### src/rtl/alu4_pkg.sv
// Shared opcode and FSM state encodings for the sequenced 4-bit ALU.
package alu4_pkg;

  localparam int unsigned DataW = 4;
  localparam int unsigned AddrW = 4;

  typedef enum logic [2:0] {
    OpAdd = 3'b000,
    OpAdc = 3'b001,
    OpSub = 3'b010,
    OpAnd = 3'b011,
    OpOr  = 3'b100,
    OpXor = 3'b101,
    OpMov = 3'b110,
    OpNot = 3'b111
  } alu_op_e;

  typedef enum logic [2:0] {
    StIdle,
    StRead,
    StWait,
    StExec,
    StWrite
  } alu_state_e;

endpackage

### src/rtl/alu4.sv
// Combinational 4-bit ALU datapath; logic ops pass the incoming carry through.
module alu4
  import alu4_pkg::*;
(
  input  alu_op_e          op,
  input  logic [DataW-1:0] a,
  input  logic [DataW-1:0] b,
  input  logic             cin,
  output logic [DataW-1:0] result,
  output logic             cout
);

  logic [DataW:0] sum;

  always_comb begin
    sum    = '0;
    result = '0;
    cout   = cin;
    unique case (op)
      OpAdd: begin
        sum    = {1'b0, a} + {1'b0, b};
        result = sum[DataW-1:0];
        cout   = sum[DataW];
      end
      OpAdc: begin
        sum    = {1'b0, a} + {1'b0, b} + {{DataW{1'b0}}, cin};
        result = sum[DataW-1:0];
        cout   = sum[DataW];
      end
      OpSub: begin
        // Two's-complement subtract: carry set means no borrow.
        sum    = {1'b0, a} + {1'b0, ~b} + {{DataW{1'b0}}, 1'b1};
        result = sum[DataW-1:0];
        cout   = sum[DataW];
      end
      OpAnd: result = a & b;
      OpOr:  result = a | b;
      OpXor: result = a ^ b;
      OpMov: result = a;
      OpNot: result = ~a;
      default: result = '0;
    endcase
  end

endmodule

### src/rtl/alu_seq4.sv
// Sequenced ALU: read two registers, execute, write back, then update flags.
module alu_seq4
  import alu4_pkg::*;
#(
  parameter int unsigned READ_WAIT = 0
) (
  input  logic             clk,
  input  logic             reset,
  input  logic             cmd_valid,
  output logic             cmd_ready,
  input  logic [2:0]       cmd_op,
  input  logic [AddrW-1:0] cmd_rd,
  input  logic [AddrW-1:0] cmd_rs1,
  input  logic [AddrW-1:0] cmd_rs2,
  output logic [AddrW-1:0] rd_addr1,
  output logic             rd_en1,
  output logic [AddrW-1:0] rd_addr2,
  output logic             rd_en2,
  input  logic [DataW-1:0] rd_data1,
  input  logic [DataW-1:0] rd_data2,
  output logic [AddrW-1:0] wr_addr,
  output logic             wr_en,
  output logic [DataW-1:0] wr_data,
  output logic             carry,
  output logic             zero,
  output logic             done
);

  localparam logic [1:0] WaitLast = (READ_WAIT > 0) ? 2'(READ_WAIT - 1) : 2'd0;

  alu_state_e       state;
  alu_op_e          op_q;
  logic [AddrW-1:0] rd_q;
  logic [DataW-1:0] a_q;
  logic [DataW-1:0] b_q;
  logic             res_carry_q;
  logic [1:0]       wait_cnt;

  logic [DataW-1:0] alu_result;
  logic             alu_cout;

  alu4 u_alu4 (
    .op     (op_q),
    .a      (a_q),
    .b      (b_q),
    .cin    (carry),
    .result (alu_result),
    .cout   (alu_cout)
  );

  always_ff @(posedge clk or posedge reset) begin
    if (reset) begin
      state       <= StIdle;
      op_q        <= OpAdd;
      rd_q        <= '0;
      a_q         <= '0;
      b_q         <= '0;
      res_carry_q <= 1'b0;
      wait_cnt    <= '0;
      cmd_ready   <= 1'b1;
      rd_addr1    <= '0;
      rd_addr2    <= '0;
      rd_en1      <= 1'b0;
      rd_en2      <= 1'b0;
      wr_addr     <= '0;
      wr_en       <= 1'b0;
      wr_data     <= '0;
      carry       <= 1'b0;
      zero        <= 1'b0;
      done        <= 1'b0;
    end else begin
      done <= 1'b0;
      unique case (state)
        StIdle: begin
          if (cmd_valid) begin
            op_q      <= alu_op_e'(cmd_op);
            rd_q      <= cmd_rd;
            rd_addr1  <= cmd_rs1;
            rd_addr2  <= cmd_rs2;
            rd_en1    <= 1'b1;
            rd_en2    <= 1'b1;
            cmd_ready <= 1'b0;
            state     <= StRead;
          end
        end
        StRead: begin
          if (READ_WAIT == 0) begin
            a_q      <= rd_data1;
            b_q      <= rd_data2;
            rd_en1   <= 1'b0;
            rd_en2   <= 1'b0;
            rd_addr1 <= '0;
            rd_addr2 <= '0;
            state    <= StExec;
          end else begin
            wait_cnt <= '0;
            state    <= StWait;
          end
        end
        StWait: begin
          // Operands are captured only on the final edge with enables high.
          if (wait_cnt == WaitLast) begin
            a_q      <= rd_data1;
            b_q      <= rd_data2;
            rd_en1   <= 1'b0;
            rd_en2   <= 1'b0;
            rd_addr1 <= '0;
            rd_addr2 <= '0;
            wait_cnt <= '0;
            state    <= StExec;
          end else begin
            wait_cnt <= wait_cnt + 2'd1;
          end
        end
        StExec: begin
          wr_data     <= alu_result;
          res_carry_q <= alu_cout;
          wr_addr     <= rd_q;
          wr_en       <= 1'b1;
          state       <= StWrite;
        end
        StWrite: begin
          carry     <= res_carry_q;
          zero      <= (wr_data == '0);
          done      <= 1'b1;
          wr_en     <= 1'b0;
          wr_addr   <= '0;
          wr_data   <= '0;
          cmd_ready <= 1'b1;
          state     <= StIdle;
        end
        default: begin
          state     <= StIdle;
          cmd_ready <= 1'b1;
          rd_en1    <= 1'b0;
          rd_en2    <= 1'b0;
          wr_en     <= 1'b0;
        end
      endcase
    end
  end

endmodule

### config.mk
export PLATFORM = sky130hd
export DESIGN_NAME = alu_seq4
export DESIGN_NICKNAME = d
export VERILOG_FILES = /design/src/rtl/alu4_pkg.sv /design/src/rtl/alu4.sv /design/src/rtl/alu_seq4.sv
export SDC_FILE = /design/constraint.sdc
export NUM_CORES = 1
export LEC_CHECK = 0
export ABC_AREA = 1
export CORE_MARGIN = 8
export CORE_UTILIZATION = 45
export CTS_BUF_LIST = sky130_fd_sc_hd__clkbuf_8 sky130_fd_sc_hd__clkbuf_16
export CTS_CLUSTER_DIAMETER = 80
export DETAILED_ROUTE_END_ITERATION = 8
export GPL_TIMING_DRIVEN = 0
export PLACE_DENSITY = 0.74
export SLEW_MARGIN = 20
export SYNTH_ARGS = -nofsm -noshare
export SYNTH_HDL_FRONTEND = slang
export SYNTH_SLANG_ARGS = --single-unit
### constraint.sdc
create_clock -name clk -period 2.05 [get_ports clk]
set_clock_uncertainty 0.2 [all_clocks]
set_input_delay 0.3075 -clock clk [delete_from_list [all_inputs] [get_ports clk]]
set_output_delay 0.3075 -clock clk [all_outputs]
set_load 0.01 [all_outputs]
Yosys cells after proc, flatten, opt, wreduce, memory -nomap -nowiden
Index checks and enable logic that the tools add are counted.
Widths: inputs -> output; s select.

word-level totals
  register bits = 43
  logic and storage cells = 82

operators by class
  mux-type cells = 24
  equality and inequality tests = 13
  reduce and logical (&&, ||, !) cells = 16
  bitwise operators = 7
  add/subtract/negate cells = 5

operators by type and width
  operator             count
  $pmux 4 s2           4
  $pmux 4 s8           1
  $pmux 4 s3           2
  $mux 4               5
  $eq 3x3->1 const B   5
  $eq 3x2->1 const B   4
  $pmux 3 s4           1
  $add 4x4->5          2
  $not 4->4            2
  $reduce_and 2->1     4
  $eq 3x1->1 const B   2
  $logic_not 3->1      2
  $mux 3               2
  $pmux 1 s3           2
  $reduce_and 3->1     2
  $reduce_or 3->1      2
  $add 5x1->5          1
  $add 5x1->5 const B  1
  $and 4x4->4          1
  $logic_not 4->1      1
  $mux 1               4
  $ne 2x2->1 const B   2
  $or 4x4->4           1
  $pmux 1 s2           2
  8 further kinds      10

Logic depth before layout (Yosys ltp)
Gate-level depths: netlist of run 1.

  depth in word-level cells = 5
  depth in mapped cells = 12

Hierarchy
From an unflattened synthesis of run 1, not the netlist that was laid out.

second synthesis, totals
  cells, all modules = 336
  area, all modules = 2623.8 um^2

by module, submodules not included
  module    area an instance (um^2)  times used  sequential area each (um^2)  cells an instance
  alu_seq4  1833.0                   1           1077.3                       201
  alu4      790.8                    1           0.0                          135

Worst setup path after synthesis of run 1
OpenSTA, ideal clock, no wires.

  kind = flip-flop to flip-flop
  start = register a_q[0]
  end = register res_carry_q
  data required time = 1.734 ns
  buffers on the path = 0
  period minus slack after synthesis = 2.072 ns
  setup slack = -0.022 ns
  arrival = 1.756 ns
  stages on the path, launching flop included = 11
  path through = dfrtp_1 > ha_1 > fa_1 > ha_1 > inv_1 > nor2_1 > nand4_1 > nand3_1 > nand2_1 > nand2_1 > nand2_1

between the ends
  cells in the longest elaborated chain, start to end = 3

RTL lines
  item                                   RTL line                            RTL
  from (decl)                            alu_seq4.sv:34                      logic [DataW-1:0] a_q;
  from (signal assigned)                 alu_seq4.sv:88                      a_q <= rd_data1;
  from (signal assigned)                 alu_seq4.sv:103                     a_q <= rd_data1;
  $add 4x4->5, on equally long branches  alu4.sv:32, alu4.sv:21, alu4.sv:26
  $add 5x1->5, on equally long branches  alu4.sv:32, alu4.sv:26
  $pmux 1 s3 *                           alu4.sv:19                          unique case (op)
  to (signal assigned)                   alu_seq4.sv:117                     res_carry_q <= alu_cout;
  to (decl)                              alu_seq4.sv:36                      logic res_carry_q;

Every way passes the cells marked *; elsewhere a longest branch is shown, timed or not.
A chain may end at the register's enable or synchronous reset.

Final worst setup path of run 1
Ends and elaborated chain as after synthesis.

==> flow_metrics.py, run 1 <==
metrics = {
    "status": {
        "status": "complete, but fails checks",
        "violations": "negative setup slack",
    },
    "synthesis": {
        "post_synth.cell_area_avg_um2": 8.32,
        "seq_area_frac_synth": 0.425,
        "syn_area_um2": 2540,
        "syn-num-nets": 350,
        "yosys.cell_types.count": 32,
        "ys_ff_latch": 43,
        "synth_cells": 305,
        "ys_warn_count": 0,
    },
    "floorplanning": {
        "start_util": 0.464,
        "ioPinCount": 49,
        "die_h_um": 91.1,
        "dieArea_um2": 8300,
        "die_x_um": 91.1,
        "rows": 27,
        "core_um2": 5470,
    },
    "critical_path": {
        "arrival_ns": 2.15,
        "worstPathMaxFanout": 3,
        "start_kind": "flip-flop",
        "startpoint": "a_q[0]$_DFFE_PP0P_",
        "critPathRequiredTime_ns": 2.09,
        "worstSetupPathType": "reg2reg",
        "r2r_start": "a_q[0]$_DFFE_PP0P_",
        "critical_path.endpoint_type": "flip-flop",
    },
    "timing": {
        "drv_slew": 0,
        "setup_viol": 3,
        "finalSetupTns_ns": -0.122,
        "min_period_ns": 2.11,
        "worstMarginPinSlew_ns": 0.509,
        "period_share": 1.03,
        "hold_viol_final": 0,
        "timing.fmax_ghz": 0.474,
        "rsz0062_at_grt": "true",
        "relSlewSlack": 0.658,
        "fin_ws_ns": -0.0592,
    },
    "layout": {
        "n_fill_cell": 490,
        "antennaDiodeCount": 0,
        "area_growth_pct": 31.9,
        "nNetsFinal": 411,
        "drive_above_1_share": 0.177,
    },
    "route": {
        "drt_iter0_drc": 157,
        "postRouteAntennaNets": 0,
        "drt_wl_total_mm": 5.88,
        "wire_per_inst_um": 13.4,
        "route.detailed.drc": 0,
        "viasPerCell": 4.96,
        "firstDrtPassIters": 4,
        "vias": 2177,
    },
    "min_path": {
        "min_path_type": "in2async",
    },
    "run": {
        "cap_violations": 0,
    },
    "pwr": {
        "peakVddDrop_v": 0.000938,
        "leakage_nw": 1.56,
        "p_per_area_nw_per_um2": 1660,
    },
    "clock_network": {
        "cts_sinks": 43,
        "cts_tree": "done",
        "cts-buffers-inserted": 5,
        "hold_buffers": 0,
        "insertion_delay_ns": 0.31,
        "cts-root-buf": "clkbuf_8",
        "clkTransAtPathRegs_ns": 0.09,
        "htreeDepth": 2,
        "clockBufferDepth": 2,
    },
    "placement": {
        "dp_slack_ns": -0.182,
        "dp_hpwl_mm": 4.50,
        "gp_congestion": 0.886,
        "portBuffers": 48,
    },
    "global_route": {
        "grt.total_usage": 0.142,
        "overflow": 0,
        "grt_pass1_wl_mm": 9.86,
        "grt_max_degree": 28,
        "first_global_vias": 2056,
        "grt_antenna_before_repair": 0,
    },
}
==> per-layer routing <==
layer / wire, um / track usage / vias up
met5: 0 / 0 / -
met4: 86 / 0.0368 / 0
met3: 327 / 0.0412 / 9
met2: 2850 / 0.228 / 63
met1: 2620 / 0.184 / 994
li1: - / - / 1111
==> power breakdown <==
| part | total, mW | switching (mW) | internal [mW] |
|---|---|---|---|
| logic | 3.47 | 2.02 | 1.45 |
| registers | 1.51 | 0.279 | 1.23 |
| clock network | 0.564 | 0.320 | 0.244 |
| total | 5.55 | 2.61 | 2.93 |
==> synth_stat cells <==
cell / number / area share
nand2_1: 75 / 0.11
dfrtp_1: 42 / 0.41
inv_1: 36 / 0.053
nor2_1: 23 / 0.034
nand3_1: 21 / 0.041
ha_1: 17 / 0.084
a21oi_1: 16 / 0.032
o21ai_0: 16 / 0.032
o21ai_2: 9 / 0.031
inv_2: 6 / 0.0089
nand4_1: 6 / 0.015
o21ai_1: 5 / 0.0099
buf_2: 4 / 0.0079
nor3_2: 3 / 0.012
o2111ai_1: 3 / 0.010
buf_6: 2 / 0.0089
fa_1: 2 / 0.016
nand2_2: 2 / 0.0049
nor2_4: 2 / 0.0089
nor3_1: 2 / 0.0039
nor3_4: 2 / 0.013
a31oi_1: 1 / 0.0025
buf_4: 1 / 0.0030
dfstp_2: 1 / 0.010
inv_6: 1 / 0.0035
nand2_4: 1 / 0.0044
nand3b_1: 1 / 0.0030
nor2_8: 1 / 0.0079
o211ai_1: 1 / 0.0030
o21ai_4: 1 / 0.0064
or2_2: 1 / 0.0025
or4_1: 1 / 0.0030
==> area by class of cell <==
type                    count  area (um^2)  area share
plain buffers               7         50.0      0.0150
clock buffers               5         68.8      0.0206
clock inverters             3         23.8     0.00711
inverters                  43          166      0.0497
multi-input cells         212         1330       0.398
flip-flops and latches     43         1080       0.322
well taps                  72         90.1      0.0269
repair buffers             54          538       0.161
==> critical path: stages (launching register included) <==
cell	delay, ns
dfrtp_1	0.44
ha_4	0.19
fa_2	0.56
ha_4	0.13
inv_2	0.04
nor2_4	0.09
nand3_1	0.09
nand2_1	0.06
nand3_1	0.06
nand2_1	0.08
nand2_1	0.05
nand2_1	0.05
==> metrics by stage <==
| step | hold WS, ns | total power [mW] | area [um^2] | instances | utilization |
|---|---|---|---|---|---|
| after floorplan | 0.216 | 3.72 | 2540 | 305 | - |
| after CTS | 0.108 | 5.45 | 3300 | 439 | 0.603 |
| after global placement | 0.256 | 4.62 | 3110 | 425 | 0.569 |
| final | 0.0892 | 5.55 | 3350 | 439 | 0.611 |
| after global routing | 0.152 | 6.04 | 3350 | 439 | 0.611 |
| after detailed placement | 0.261 | 4.71 | 3130 | 426 | 0.572 |
==> path summary, 6_finish.rpt <==
path	to	slack (ns)	depth (start not counted)
worst max-delay path	res_carry_q$_DFFE_PP0P_	-0.06	11
worst min-delay path	rd_addr2[1]$_DFFE_PP0P_	0.09	2
worst max register to register	res_carry_q$_DFFE_PP0P_	-0.06	11
worst min register to register	cmd_ready$_DFFE_PP1P_	0.27	2
max in group asynchronous	wr_data[3]$_DFFE_PP0P_	1.08	3
min in group clk	cmd_ready$_DFFE_PP1P_	0.27	2
==> sequential cells by signal (all words and copies together) (netlist names), 3 cells and up <==
name,count
a_q,4
b_q,4
op_q,3
rd_addr1,4
rd_addr2,4
rd_q,4
state,3
wr_addr,4
wr_data,4
==> cell usage in the layout (no fill, tap or decap), types with 3 or more instances in the layout <==
| master | synthesis | routed |
|---|---|---|
| clkdlybuf4s50_1 | 0 | 48 |
| a21oi_1 | 16 | 15 |
| nand3_1 | 21 | 21 |
| nand2_1 | 75 | 75 |
| ha_1 | 17 | 12 |
| ha_4 | 0 | 4 |
| o21ai_2 | 9 | 9 |
| nor2_1 | 23 | 22 |
| nand4_1 | 6 | 6 |
| inv_1 | 36 | 33 |
| buf_4 | 1 | 6 |
| clkbuf_8 | 0 | 5 |
| o21ai_1 | 5 | 6 |
| dfrtp_1 | 42 | 41 |
| nor3_2 | 3 | 3 |
| o2111ai_1 | 3 | 3 |
| o21ai_0 | 16 | 15 |
| nor2_4 | 2 | 3 |
| inv_2 | 6 | 9 |
| buf_2 | 4 | 4 |
==> logic make-up (layout without fill, tap and decap cells) <==
| kind of cell | Yosys count | count (layout) | share of synthesized area |
|---|---|---|---|
| flip-flops | 43 | 43 | 0.425 |
| AND/OR/NAND/NOR | 141 | 141 | 0.264 |
| buffers and inverters | 50 | 112 | 0.0853 |
| AO/OA/AOI/OAI | 52 | 52 | 0.126 |
| adder cells (fa/ha/maj) | 19 | 19 | 0.0996 |
==> timing repair <==
action / in CTS / in global routing
gates cloned: 0 / 0
resized for setup: 10 / 8
endpoints found under the setup margin: 4 / 5
pin swaps: 10 / 4
buffers inserted: 5 / 0
endpoints found under the hold margin: 0 / 0
No activity file was read; power rests on OpenSTA's default activity.
==> run 2, diff against run 1 <==
Settings changed: REMOVE_ABC_BUFFERS set to 1.
==> flow_metrics.py, run 2 (same netlist as run 1, synthesis figures left out) <==
metrics = {
    "placement": {
        "gp_congestion": 0.933,
        "dp_hpwl_mm": 4.54,
        "place_area_um2": 3080,
        "portBuffers": 48,
    },
    "global_route": {
        "grt.total_usage": 0.151,
        "grt_pass1_wl_mm": 10.4,
        "grt_antenna_before_repair": 0,
        "grt_max_degree": 35,
        "first_global_vias": 2268,
        "overflow": 0,
    },
    "layout": {
        "nNetsFinal": 410,
        "final_common_cell": "nand2_1",
        "drive_above_1_share": 0.194,
        "area_growth_pct": 32.2,
        "utilization": 0.613,
        "antennaDiodeCount": 0,
        "post-route-cell-area_um2": 3350,
        "n_fill_cell": 519,
        "layout_common_cells": "74 x nand2_1, 48 x clkdlybuf4s50_1, 41 x dfrtp_1",
    },
    "floorplanning": {
        "die_x_um": 91.1,
        "die_h_um": 91.1,
        "core_um2": 5470,
        "start_util": 0.464,
        "dieArea_um2": 8300,
        "ioPinCount": 49,
        "rows": 27,
    },
    "critical_path": {
        "cpPeakStageDelay_ns": 0.52,
        "worstPathCellList": "ha_4, fa_1, ha_2, inv_2, nor2_4, nand4_1, nand3_2, nand2_1, nand2_1, nand2_1",
        "critPathTopFamily": "adder cells",
        "arrival_ns": 2.12,
        "r2r_cells": 10,
        "start_kind": "flip-flop",
        "r2r-end": "res_carry_q$_DFFE_PP0P_",
        "cp-endpoint": "res_carry_q$_DFFE_PP0P_",
        "critical_path.endpoint_type": "flip-flop",
        "worstPathMaxFanout": 3,
        "worstSetupPathType": "reg2reg",
        "crit_buf_inv": 1,
        "r2r_start": "a_q[0]$_DFFE_PP0P_",
        "critPathRequiredTime_ns": 2.04,
        "cp.depth": 10,
        "critPathSlowestCell": "fa_1",
        "cpMostUsedCell": "nand2_1",
        "startpoint": "a_q[0]$_DFFE_PP0P_",
        "ff2ff_setup_slack_ns": -0.07,
    },
    "clock_network": {
        "clkTransAtPathRegs_ns": 0.08,
        "htreeDepth": 2,
        "cts_tree": "done",
        "clockBufferDepth": 2,
        "cts-root-buf": "clkbuf_8",
        "cts_sinks": 43,
        "cts-buffers-inserted": 5,
        "insertion_delay_ns": 0.30,
    },
    "route": {
        "wire_per_inst_um": 13.8,
        "route.detailed.drc": 0,
        "drt_wl_total_mm": 6.06,
        "firstDrtPassIters": 4,
        "postRouteAntennaNets": 0,
        "vias": 2264,
        "drt_iter0_drc": 126,
        "viasPerCell": 5.17,
    },
    "pwr": {
        "peakVddDrop_v": 0.000707,
        "seq_power_share": 0.284,
        "p_per_area_nw_per_um2": 1660,
        "internal_power_mw": 2.93,
        "p_sw_frac": 0.474,
        "pwr-share-comb": 0.622,
        "power.switching_mw": 2.64,
        "leakage_nw": 1.56,
        "pwr-share-clk": 0.094,
    },
    "status": {
        "violations": "negative setup slack",
        "status": "complete, but fails checks",
    },
    "timing": {
        "drv_slew": 0,
        "worstMarginPinSlew_ns": 0.515,
        "period_share": 1.04,
        "timing.fmax_ghz": 0.471,
        "setup_viol": 3,
        "finalSetupTns_ns": -0.201,
        "min_period_ns": 2.12,
        "relSlewSlack": 0.656,
        "hold_viol_final": 0,
        "fin_ws_ns": -0.0746,
        "rsz0062_at_grt": "true",
    },
    "min_path": {
        "min_path_type": "in2async",
    },
    "run": {
        "cap_violations": 0,
    },
}
-- run 2: cell count changes in the layout (fill, tap and decap cells not counted), moves of 2 or more --
cell and change:
buf_2 -4, ha_2 +3, ha_1 -2, nand3_2 +2, nand3_1 -2, buf_4 +3
-- run 2: per-layer routing --
layer  track usage  wire, um  vias to the layer above  share of wire
met4        0.0723       161                        0          0.027
met2         0.236      2820                       84           0.46
met1         0.186      2660                     1055           0.44
met3        0.0436       416                       16          0.069
met5             0         0                        -              0
li1              -         -                     1109              -
-- run 2: per-stage QoR --
step           power (mW)  setup slack, ns  std cells  hold slack, ns
2_1_floorplan        3.62          -0.0230        298           0.216
3_3_place_gp         4.56           -0.342        418           0.253
3_5_place_dp         4.64           -0.185        419           0.262
4_1_cts              5.40          -0.0478        435          0.0499
5_1_grt              6.07           -0.188        438          0.0871
6_report             5.57          -0.0746        438          0.0469
-- run 2: worst reg2reg max path: stages, from the launching register on --
cell and delay (ns):
dfrtp_1 0.44, ha_4 0.19, fa_1 0.52, ha_2 0.18, inv_2 0.04, nor2_4 0.12, nand4_1 0.10, nand3_2 0.08
nand2_1 0.05, nand2_1 0.05, nand2_1 0.04
-- run 2: area by class of cell --
class	instances	area, um^2	area share
Clock buffer	5	68.8	0.0205
Inverter	43	166	0.0496
Clock inverter	3	16.3	0.00485
Sequential cell	43	1080	0.322
Timing Repair Buffer	60	599	0.179
Tap cell	72	90.1	0.0269
Multi-Input combinational cell	212	1340	0.398
-- run 2: worst min path at each step --
stage / startpoint / to / slack [ns] / cells past startpoint
3_5_place_dp: cmd_ready$_DFFE_PP1P_ / cmd_ready$_DFFE_PP1P_ / 0.26 / 2
5_1_grt: reset / rd_addr2[2]$_DFFE_PP0P_ / 0.09 / 2
3_3_place_gp: cmd_ready$_DFFE_PP1P_ / cmd_ready$_DFFE_PP1P_ / 0.25 / 2
6_report: reset / rd_addr1[2]$_DFFE_PP0P_ / 0.05 / 2
2_1_floorplan: rd_data2[0] / b_q[0]$_DFFE_PP0P_ / 0.22 / 2
4_1_cts: reset / rd_addr2[2]$_DFFE_PP0P_ / 0.05 / 2
-- run 2: timing repair --
| action | in CTS | in global routing |
|---|---|---|
| hold buffers | 0 | 0 |
| pin swaps | 8 | 18 |
| resized for setup | 13 | 13 |
| endpoints found under the hold margin | 0 | 0 |
| setup buffers | 8 | 4 |
| setup endpoints to repair | 4 | 4 |
-- run 2: power by group through the flow --
stage	Combinational, mW	Sequential [mW]	Clock [mW]
floorplan	2.01	1.61	0
global placement	2.98	1.58	0
detailed placement	3.04	1.60	0
CTS	3.28	1.58	0.538
global route	3.86	1.63	0.580
finish	3.46	1.58	0.525
==> edit: new RTL, settings of run 1 <==
Make the reset (`reset`) synchronous in one clocked block.
--- a/src/rtl/alu_seq4.sv
+++ b/src/rtl/alu_seq4.sv
@@ -49,5 +49,5 @@
   );
 
-  always_ff @(posedge clk or posedge reset) begin
+  always_ff @(posedge clk) begin
     if (reset) begin
       state       <= StIdle;
Function: differs if reset is asserted again (counterexample within 4 cycles, from zero or initial values and one cycle with reset high); with reset held inactive, the same outputs for 10 cycles.
==> edit against run 1 <==
  * The flow still finishes with violations (setup timing)
  * Cell area shrank 8.9%
  * Sequential share of layout area fell by 3.8 points
  * Wire length increased by 0.24%
  * Critical path depth fell by 4
  * Core utilization down 0.27 points
  * Worst setup slack worse by 0.59 ps
  * Sequential cell count is the same
  * Hold slack improved by 160 ps
  * Area after synthesis is 9.4% lower
  * Critical endpoint is now wr_data[1]
  * Largest cell class unchanged
Power is not compared: it rests on default switching activity, and its combinational part moved more than twofold at a synthesized area within 25%.
==> edit: results (changes against run 1) <==
----------------------------------------------------
[Status]
  Result of the run ... finished with violations (unchanged)
  Failing checks ... setup timing (unchanged)

[GRT]
  All-Layer GR Usage ... 0.156 (was 0.142)
  Vias in the first global route ... 2122 (was 2056)
  Maximum number of pins on one net before global-route repair ... 15 (was 28)

[Final layout]
  Sequential cell area ... 868 sq um (was 1080 sq um)
  Share of final layout cell area taken by non-clock buffers ... 0.177 (was 0.176)
  Growth of design area from synthesis to finish ... 32.6% (was 31.9%)
  Number of ordinary and repair buffers in the finished layout ... 58 (was 61)
  Fin cells ... 445 (was 439)
  Share of cells above drive strength 1 ... 0.123 (was 0.177)
  Combined area of the multi-input logic cells ... 1280 sq um (was 1330 sq um)
  Number of multi-input combinational cells ... 222 (was 212)
  Layout Nets ... 419 (was 411)
  # fillers ... 504 (was 490)

[Placement]
  Post-placement worst setup slack ... -290 ps (was -182 ps)
  Number of cells after detailed placement ... 436 (was 426)
  RD Place Congestion ... 0.923 (was 0.886)
  Half-perimeter wire length after detailed placement ... 4.54 mm (was 4.50 mm)
  Area of placed instances ... 2870 sq um (was 3130 sq um)

[Yosys]
  Async set or reset register ratio after synthesis ... 0 (was 1.00)
  Sequential-to-total area share from yosys stat ... 0.374 (was 0.425)
  Largest cells by area after synthesis ... dfxtp_1 (37%), nand2_1 (11%), ha_1 (9.2%) (was dfrtp_1 (41%), nand2_1 (11%), ha_1 (8.4%))
  Synthesized netlist net count ... 363 (was 350)
  Post-synth top cells ... nand2_1 (68), dfxtp_1 (43), inv_1 (40) (was nand2_1 (75), dfrtp_1 (42), inv_1 (36))
  Cells after Synth ... 318 (was 305)
  Main synth FF type ... dfxtp_1 (was dfrtp_1)

[Routing]
  WL final ... 5.89 mm (was 5.88 mm)
  First-iteration detailed-routing DRC count ... 95 (was 157)
  Via density per instance ... 5.11 (was 4.96)

[Critical path]
  Arrival time at the worst endpoint ... 2090 ps (was 2150 ps)
  Largest stage delay on the critical path ... 470 ps (was 560 ps)
  Start of the worst register-to-register path ... b_q[0] (was a_q[0])
  Slowest CP cell ... fa_1 (was fa_2)

[Floorplanning]
  Die area ... 7650 sq um (was 8300 sq um)

[Pwr]
  Static Leakage ... 1.28 nW

[Hold path]
  Kind of path behind the tightest hold check ... reg2reg (was in2async)

[Timing]
  Worst hold slack ... 249 ps (was 89.2 ps)
  Setup slack after layout ... -59.8 ps (was -59.2 ps)
  Worst slew margin relative to its limit ... 0.690 (was 0.658)
  Setup-violating endpoint count in the final report ... 1 (was 3)

[Clock network]
  Buffers inserted by post-CTS timing repair ... 1 (was 5)

----------------------------------------------------
## edit: changes by cell type after synthesis, moves of 3 or more
cell and delta:
a21oi_1 +18, clkbuf_1 +3, dfrtp_1 -42, dfxtp_1 +43, inv_1 +4, nand2_1 -7
nand3_1 +3, nand4_1 -4, o21ai_0 +11, o21ai_1 -4, o21ai_2 -6
## edit: logic make-up (layout without fill, tap and decap cells)
kind of cell | count (synthesis) | count (layout) | share of synthesized area
compound gates | 75 | 75 | 0.180
fa+ha+maj | 19 | 19 | 0.110
buf+inv | 53 | 110 | 0.0936
flops | 43 | 43 | 0.374
simple gates | 128 | 128 | 0.242
## edit: routing by layer
| layer | global-route usage | share of wire |
|---|---|---|
| met5 | 0 | 0 |
| met4 | 0.0563 | 0.016 |
| met3 | 0.0283 | 0.045 |
| met2 | 0.253 | 0.47 |
| met1 | 0.201 | 0.47 |
